**config.mk**
```make
export PLATFORM = sky130hd
export DESIGN_NAME = rgb_to_grayscale_flat
export DESIGN_NICKNAME = d
export VERILOG_FILES = /design/src/rtl/rgb_to_grayscale_pkg.sv /design/src/rtl/axi4_stream_if.sv /design/src/rtl/rgb_to_grayscale.sv /design/src/flat_wrapper.sv
export SDC_FILE = /design/constraint.sdc
export NUM_CORES = 1
export LEC_CHECK = 0
export ABC_AREA = 1
export CAP_MARGIN = 0
export CORE_UTILIZATION = 59
export CTS_CLUSTER_DIAMETER = 120
export DETAILED_ROUTE_END_ITERATION = 8
export MAX_ROUTING_LAYER = met4
export PLACE_DENSITY = 0.93
export SYNTH_ARGS = -nofsm -noshare
export SYNTH_HDL_FRONTEND = slang
export SYNTH_SLANG_ARGS = --single-unit
```
**constraint.sdc**
```tcl
create_clock -name clk_i -period 6.1 [get_ports clk_i]
set_clock_uncertainty 0.05 [all_clocks]
set_input_delay 1.22 -clock clk_i [delete_from_list [all_inputs] [get_ports clk_i]]
set_output_delay 1.22 -clock clk_i [all_outputs]
set_load 0.05 [all_outputs]
```
**src/rtl/rgb_to_grayscale_pkg.sv**
```systemverilog
// Shared colour-conversion constants: luma weight sets and the component index
// used to locate B/G/R fields inside a packed RGB word.
package rgb_to_grayscale_pkg;

    localparam int unsigned COEF_FRAC = 8;

    localparam int unsigned BT601_R_COEF = 77;
    localparam int unsigned BT601_G_COEF = 150;
    localparam int unsigned BT601_B_COEF = 29;

    localparam int unsigned BT709_R_COEF = 54;
    localparam int unsigned BT709_G_COEF = 183;
    localparam int unsigned BT709_B_COEF = 19;

    // Position of each component in a packed RGB word, counted in PX_WIDTH slots.
    typedef enum logic [1:0] {
        COMP_B = 2'd0,
        COMP_G = 2'd1,
        COMP_R = 2'd2
    } comp_idx_e;

endpackage

```
**src/rtl/axi4_stream_if.sv**
```systemverilog
// AXI4-Stream bundle with master/slave views; tuser carries start of frame,
// tlast carries end of line.
interface axi4_stream_if #(
    parameter int DATA_W = 32,
    parameter int DEST_W = 4,
    parameter int ID_W   = 4
) ();
    logic [DATA_W-1:0]   tdata;
    logic [DATA_W/8-1:0] tstrb;
    logic [DATA_W/8-1:0] tkeep;
    logic                tvalid;
    logic                tready;
    logic                tlast;
    logic                tuser;
    logic [DEST_W-1:0]   tdest;
    logic [ID_W-1:0]     tid;

    modport master (
        output tdata, tstrb, tkeep, tvalid, tlast, tuser, tdest, tid,
        input  tready
    );

    modport slave (
        input  tdata, tstrb, tkeep, tvalid, tlast, tuser, tdest, tid,
        output tready
    );
endinterface

```
**src/rtl/rgb_to_grayscale.sv**
```systemverilog
// RGB to luma converter: weighted sum of R/G/B in three enable-gated register
// stages, sideband travelling in lockstep, stalls whenever the output is held.
module rgb_to_grayscale
    import rgb_to_grayscale_pkg::*;
#(
    parameter int unsigned PX_WIDTH   = 10,
    parameter int unsigned R_COEF     = BT601_R_COEF,
    parameter int unsigned G_COEF     = BT601_G_COEF,
    parameter int unsigned B_COEF     = BT601_B_COEF,
    parameter int unsigned COEF_FRAC  = rgb_to_grayscale_pkg::COEF_FRAC,
    parameter int unsigned OUT_DATA_W = 16,
    parameter int unsigned DEST_W     = 4,
    parameter int unsigned ID_W       = 4
) (
    input  logic          clk_i,
    input  logic          rst_i,
    axi4_stream_if.slave  video_i,
    axi4_stream_if.master video_o
);

    localparam int unsigned PROD_W = PX_WIDTH + COEF_FRAC;
    localparam int unsigned SUM_W  = PROD_W + 2;
    localparam int unsigned SHR_W  = SUM_W - COEF_FRAC;
    localparam int unsigned STRB_W = OUT_DATA_W / 8;
    localparam logic [SUM_W-1:0] ROUND  = SUM_W'(2 ** (COEF_FRAC - 1));
    localparam logic [SHR_W-1:0] PX_MAX = SHR_W'(2 ** PX_WIDTH - 1);

    if (R_COEF + G_COEF + B_COEF != 2 ** COEF_FRAC) begin : g_coef_check
        $error("rgb_to_grayscale: R_COEF+G_COEF+B_COEF must equal 2**COEF_FRAC");
    end

    logic                en;
    logic [PROD_W-1:0]   prod_in [3];
    logic [SHR_W-1:0]    shr;

    logic                valid_q [3];
    logic                valid_d [3];
    logic                user_q  [3];
    logic                user_d  [3];
    logic                last_q  [3];
    logic                last_d  [3];
    logic [DEST_W-1:0]   dest_q  [3];
    logic [DEST_W-1:0]   dest_d  [3];
    logic [ID_W-1:0]     id_q    [3];
    logic [ID_W-1:0]     id_d    [3];
    logic [PROD_W-1:0]   prod_q  [3];
    logic [PROD_W-1:0]   prod_d  [3];
    logic [SUM_W-1:0]    sum_q;
    logic [SUM_W-1:0]    sum_d;
    logic [PX_WIDTH-1:0] y_q;
    logic [PX_WIDTH-1:0] y_d;
    logic [STRB_W-1:0]   strb_q;
    logic [STRB_W-1:0]   strb_d;

    // Upstream is stalled on any output hold, even if earlier slots are bubbles.
    assign en             = !valid_q[2] || video_o.tready;
    assign video_i.tready = en;

    for (genvar gi = 0; gi < 3; gi++) begin : g_mul
        localparam comp_idx_e   COMP = comp_idx_e'(gi);
        localparam int unsigned WGT  = (COMP == COMP_R) ? R_COEF :
                                       (COMP == COMP_G) ? G_COEF : B_COEF;
        assign prod_in[gi] = PROD_W'(video_i.tdata[gi*PX_WIDTH +: PX_WIDTH]) * PROD_W'(WGT);
    end

    assign shr = sum_q[SUM_W-1:COEF_FRAC];

    always_comb begin
        valid_d = valid_q;
        user_d  = user_q;
        last_d  = last_q;
        dest_d  = dest_q;
        id_d    = id_q;
        prod_d  = prod_q;
        sum_d   = sum_q;
        y_d     = y_q;
        strb_d  = strb_q;
        if (en) begin
            valid_d[0] = video_i.tvalid;
            user_d[0]  = video_i.tuser;
            last_d[0]  = video_i.tlast;
            dest_d[0]  = video_i.tdest;
            id_d[0]    = video_i.tid;
            for (int i = 1; i < 3; i++) begin
                valid_d[i] = valid_q[i-1];
                user_d[i]  = user_q[i-1];
                last_d[i]  = last_q[i-1];
                dest_d[i]  = dest_q[i-1];
                id_d[i]    = id_q[i-1];
            end
            prod_d = prod_in;
            sum_d  = SUM_W'(prod_q[0]) + SUM_W'(prod_q[1]) + SUM_W'(prod_q[2]) + ROUND;
            // Unreachable with weights summing to one, kept as an overflow guard.
            y_d    = (shr > PX_MAX) ? '1 : shr[PX_WIDTH-1:0];
            strb_d = '1;
        end
    end

    always_ff @(posedge clk_i or posedge rst_i) begin
        if (rst_i) begin
            valid_q <= '{default: 1'b0};
            user_q  <= '{default: 1'b0};
            last_q  <= '{default: 1'b0};
            dest_q  <= '{default: '0};
            id_q    <= '{default: '0};
            prod_q  <= '{default: '0};
            sum_q   <= '0;
            y_q     <= '0;
            strb_q  <= '0;
        end else begin
            valid_q <= valid_d;
            user_q  <= user_d;
            last_q  <= last_d;
            dest_q  <= dest_d;
            id_q    <= id_d;
            prod_q  <= prod_d;
            sum_q   <= sum_d;
            y_q     <= y_d;
            strb_q  <= strb_d;
        end
    end

    assign video_o.tvalid = valid_q[2];
    assign video_o.tdata  = OUT_DATA_W'(y_q);
    assign video_o.tuser  = user_q[2];
    assign video_o.tlast  = last_q[2];
    assign video_o.tdest  = dest_q[2];
    assign video_o.tid    = id_q[2];
    assign video_o.tstrb  = strb_q;
    assign video_o.tkeep  = strb_q;

    logic unused_in;
    assign unused_in = ^{video_i.tdata, video_i.tstrb, video_i.tkeep};

endmodule

```
**src/flat_wrapper.sv**
```systemverilog
// flat-port wrapper written by rule: the top's interface ports become plain ports
module rgb_to_grayscale_flat import rgb_to_grayscale_pkg::*;
#(
    parameter int unsigned PX_WIDTH   = 10,
    parameter int unsigned R_COEF     = BT601_R_COEF,
    parameter int unsigned G_COEF     = BT601_G_COEF,
    parameter int unsigned B_COEF     = BT601_B_COEF,
    parameter int unsigned COEF_FRAC  = rgb_to_grayscale_pkg::COEF_FRAC,
    parameter int unsigned OUT_DATA_W = 16,
    parameter int unsigned DEST_W     = 4,
    parameter int unsigned ID_W       = 4
)
  (clk_i, rst_i, video_i_tdata, video_i_tstrb, video_i_tkeep, video_i_tvalid, video_i_tlast, video_i_tuser, video_i_tdest, video_i_tid, video_i_tready, video_o_tdata, video_o_tstrb, video_o_tkeep, video_o_tvalid, video_o_tlast, video_o_tuser, video_o_tdest, video_o_tid, video_o_tready);
  axi4_stream_if #(.DATA_W(32), .DEST_W(DEST_W), .ID_W(ID_W)) video_i_i ();
  axi4_stream_if #(.DATA_W(16), .DEST_W(DEST_W), .ID_W(ID_W)) video_o_i ();
  input  logic clk_i;
  input  logic rst_i;
  input wire logic [$bits(video_i_i.tdata)-1:0] video_i_tdata;
  input wire logic [$bits(video_i_i.tstrb)-1:0] video_i_tstrb;
  input wire logic [$bits(video_i_i.tkeep)-1:0] video_i_tkeep;
  input wire logic [$bits(video_i_i.tvalid)-1:0] video_i_tvalid;
  input wire logic [$bits(video_i_i.tlast)-1:0] video_i_tlast;
  input wire logic [$bits(video_i_i.tuser)-1:0] video_i_tuser;
  input wire logic [$bits(video_i_i.tdest)-1:0] video_i_tdest;
  input wire logic [$bits(video_i_i.tid)-1:0] video_i_tid;
  output wire logic [$bits(video_i_i.tready)-1:0] video_i_tready;
  output wire logic [$bits(video_o_i.tdata)-1:0] video_o_tdata;
  output wire logic [$bits(video_o_i.tstrb)-1:0] video_o_tstrb;
  output wire logic [$bits(video_o_i.tkeep)-1:0] video_o_tkeep;
  output wire logic [$bits(video_o_i.tvalid)-1:0] video_o_tvalid;
  output wire logic [$bits(video_o_i.tlast)-1:0] video_o_tlast;
  output wire logic [$bits(video_o_i.tuser)-1:0] video_o_tuser;
  output wire logic [$bits(video_o_i.tdest)-1:0] video_o_tdest;
  output wire logic [$bits(video_o_i.tid)-1:0] video_o_tid;
  input wire logic [$bits(video_o_i.tready)-1:0] video_o_tready;
  assign video_i_i.tdata = video_i_tdata;
  assign video_i_i.tstrb = video_i_tstrb;
  assign video_i_i.tkeep = video_i_tkeep;
  assign video_i_i.tvalid = video_i_tvalid;
  assign video_i_i.tlast = video_i_tlast;
  assign video_i_i.tuser = video_i_tuser;
  assign video_i_i.tdest = video_i_tdest;
  assign video_i_i.tid = video_i_tid;
  assign video_i_tready = video_i_i.tready;
  assign video_o_tdata = video_o_i.tdata;
  assign video_o_tstrb = video_o_i.tstrb;
  assign video_o_tkeep = video_o_i.tkeep;
  assign video_o_tvalid = video_o_i.tvalid;
  assign video_o_tlast = video_o_i.tlast;
  assign video_o_tuser = video_o_i.tuser;
  assign video_o_tdest = video_o_i.tdest;
  assign video_o_tid = video_o_i.tid;
  assign video_o_i.tready = video_o_tready;
  rgb_to_grayscale #(.PX_WIDTH(PX_WIDTH), .R_COEF(R_COEF), .G_COEF(G_COEF), .B_COEF(B_COEF), .COEF_FRAC(COEF_FRAC), .OUT_DATA_W(OUT_DATA_W), .DEST_W(DEST_W), .ID_W(ID_W)) u_core (.clk_i(clk_i), .rst_i(rst_i), .video_i(video_i_i), .video_o(video_o_i));
endmodule
```
==> impl_metrics.tcl <==
set metrics [dict create \
    outcome "finished clean" \
    yosys_warnings 0 \
    ys_types 45 \
    coreArea_mm2 0.0160 \
    cts-hold-fix-buffers 0 \
    cp-start-kind "input pin" \
    drt_iter0_markers 567 \
    setup_viol_count_final 0 \
    cp.required_ns 6.35 \
    post_cts_buffers 0 \
    die_w_um 131 \
    numPortBuffers 69 \
    synth-compound-area-share 0.0964 \
    numCtsBuffers 9 \
    max-slew-margin-rel 0.273 \
    clkTransAtPathRegs_ns 0.08 \
    final_net_count 1557 \
    syn_inst 1256 \
    layout_common_cells "373 x nand2_1, 176 x inv_1, 160 x ha_1, 105 x dfrtp_1, 69 x clkdlybuf4s50_1" \
    drtPass1Iterations 5 \
    cpPeakStageDelay_ns 0.52 \
    grt-ovfl-total 0 \
    cts_sinks 105 \
    cts-root-buf "clkbuf_16" \
    slew_viol_final 0 \
    track_usage 0.268 \
    hold_viol_final 0 \
    wl_per_cell_um 13.7 \
    wirelength_um 20900 \
    ys_seq_area_frac 0.269 \
    synth.avg_cell_area_um2 7.76 \
    stdcell_count 1525 \
    fp.dieH_um 131 \
    layout.cells.most_common "nand2_1" \
    worstMarginPinSlew_ns 1.09 \
    synthToLayoutAreaGrowth_pct 11.2 \
    start_util 0.609 \
    worstPathMaxFanout 5 \
    max_freq_ghz 0.220 \
    die_area_mm2 0.0170 \
    synthAdderAreaFrac 0.285 \
    crit_path_cell_trace "clkdlybuf4s50_1 -> ha_1 -> ha_1 -> inv_1 -> fa_1 -> fa_1 -> inv_1 -> ha_1 -> a21oi_1 -> o21ai_0 -> nand2_1 -> nand3_1 -> nand2_1 -> inv_2 -> nor2_1 -> nand2_1 -> nand2_1" \
    antenna_found_initial 0 \
    critPathArrivalTime_ns 4.79 \
    cts_tree "done" \
    critPathMostFrequentCell "nand2_1" \
    path_class "input pin to flop" \
    dp_hpwl_um 16500 \
    pin_count 86 \
    slowest_stage "clkdlybuf4s50_1" \
    grt_pass1_vias 7775 \
    rsz0062_at_grt "false" \
    final_layout_size_suffix_gt1_frac 0.0451 \
    place_inst 1509 \
    drv_cap 0 \
    synth_area_leaders "dfrtp_1 27%, ha_1 21%, nand2_1 14%" \
    hp-class "flop to flop" \
    synth-xor-area-share 0.0189 \
    synth_area_mm2 0.00975 \
    cts_htree_levels 3 \
    ys_async_sr_fraction 1.00 \
    crit_path_end_kind "flop" \
    rows 46 \
    postRouteAntennaNets 0 \
    grt_first_pass_wirelength_um 35100 \
    drc_errors 0 \
    grt_max_degree 111 \
    path_delay_family "adder cells" \
    synth_top_area_share 0.269 \
    cts_resized 0 \
    via_count 8151 \
    synth_flop_cell "dfrtp_1" \
    path_buf_inv 4 \
    synth_edf_count 0 \
    vias_per_cell 5.34 \
    antenna_cells 0 \
    synth_top_area_cell "dfrtp_1" \
    clk_latency_ns 0.36 \
    period_needed_ns 4.54 \
    synthMuxAreaShare 0 \
    ys_ff_latch 105 \
    setup-tns-final_ns 0 \
    synth_top_family_by_area "adder cells" \
    yosys.area_share.simple 0.237 \
    period_share 0.745 \
    place.gp.congestion 0.956 \
    clk_path_buf_depth 2 \
]
==> final cells by class <==
type / instances / area, um2
tap: 216 / 270
clock buffer: 9 / 225
inverter: 181 / 682
multi-input combinational: 935 / 6240
timing repair buffer: 72 / 713
fill: 1301 / 5160
sequential: 105 / 2630
clock inverter: 7 / 88.8
==> path summary, 6_finish.rpt <==
check	startpoint	endpoint	slack, ns	cells past startpoint
max	video_i_tdata[24]	u_core.prod_q[14]$_DFFE_PP0P_	1.56	17
min	u_core.valid_q[1]$_DFFE_PP0P_	u_core.video_o.tvalid$_DFFE_PP0P_	0.41	2
max reg2reg	u_core.prod_q[19]$_DFFE_PP0P_	u_core.sum_q[18]$_DFFE_PP0P_	2.37	19
min reg2reg	u_core.valid_q[1]$_DFFE_PP0P_	u_core.video_o.tvalid$_DFFE_PP0P_	0.41	2
max in group asynchronous	rst_i	u_core.prod_q[9]$_DFFE_PP0P_	3.63	3
min in group asynchronous	rst_i	u_core.video_o.tkeep[0]$_DFFE_PP0P_	1.22	2
==> layer usage <==
| metal | track usage | share of wire | up-vias |
|---|---|---|---|
| met5 | - | 0 | - |
| met4 | 0.0974 | 0.026 | 0 |
| met3 | 0.0285 | 0.039 | 44 |
| met2 | 0.450 | 0.49 | 204 |
| met1 | 0.334 | 0.45 | 3768 |
| li1 | - | - | 4135 |
==> stage by stage <==
stage | hold slack [ns] | util | instance area, um2 | setup slack, ns
5_1_grt | 0.423 | 0.678 | 10800 | 1.38
6_report | 0.405 | 0.678 | 10800 | 1.56
3_5_place_dp | 0.381 | 0.658 | 10500 | 1.17
2_1_floorplan | 0.370 | - | 9770 | 1.99
3_3_place_gp | 0.378 | 0.658 | 10500 | 1.26
4_1_cts | 0.406 | 0.678 | 10800 | 1.55
==> tightest hold or removal path, delay by kind of cell, from the launching register on <==
kind	cells	cell delay [ns]
buffers and inverters	1	0.04
flip-flops	1	0.33
AND/OR/NAND/NOR	1	0.05
==> cell families after synthesis <==
group / after synthesis
xor gates and xnor gates: 21
DFF: 105
and+or+nand+nor: 553
other: 1
AOI/OAI and AO/OA: 156
buffers and inverters: 221
adders and majority gates: 199
==> cells in the mapped netlist, types with 6 or more instances <==
cell type / count
xnor2_1: 9
nor2_1: 64
ha_1: 160
nand2_2: 8
o21ai_1: 9
buf_4: 17
o21ai_0: 45
nand2_1: 373
a21o_1: 7
clkbuf_1: 12
a21oi_1: 53
fa_1: 39
nand4_1: 14
buf_2: 11
a21oi_2: 6
dfrtp_1: 105
xor2_1: 12
inv_1: 177
or2_1: 8
a31oi_1: 15
nand3_1: 64
==> registers in the layout, indices dropped and copies added (netlist names), 4 cells and up <==
signal	cells
u_core.y_q	10
u_core.video_o.tdest	4
u_core.prod_q	49
u_core.dest_q	8
u_core.id_q	8
u_core.sum_q	12
u_core.video_o.tid	4
Power is not shown: default switching activity piles up to over one toggle a cycle in this logic, so the estimate is an artifact.
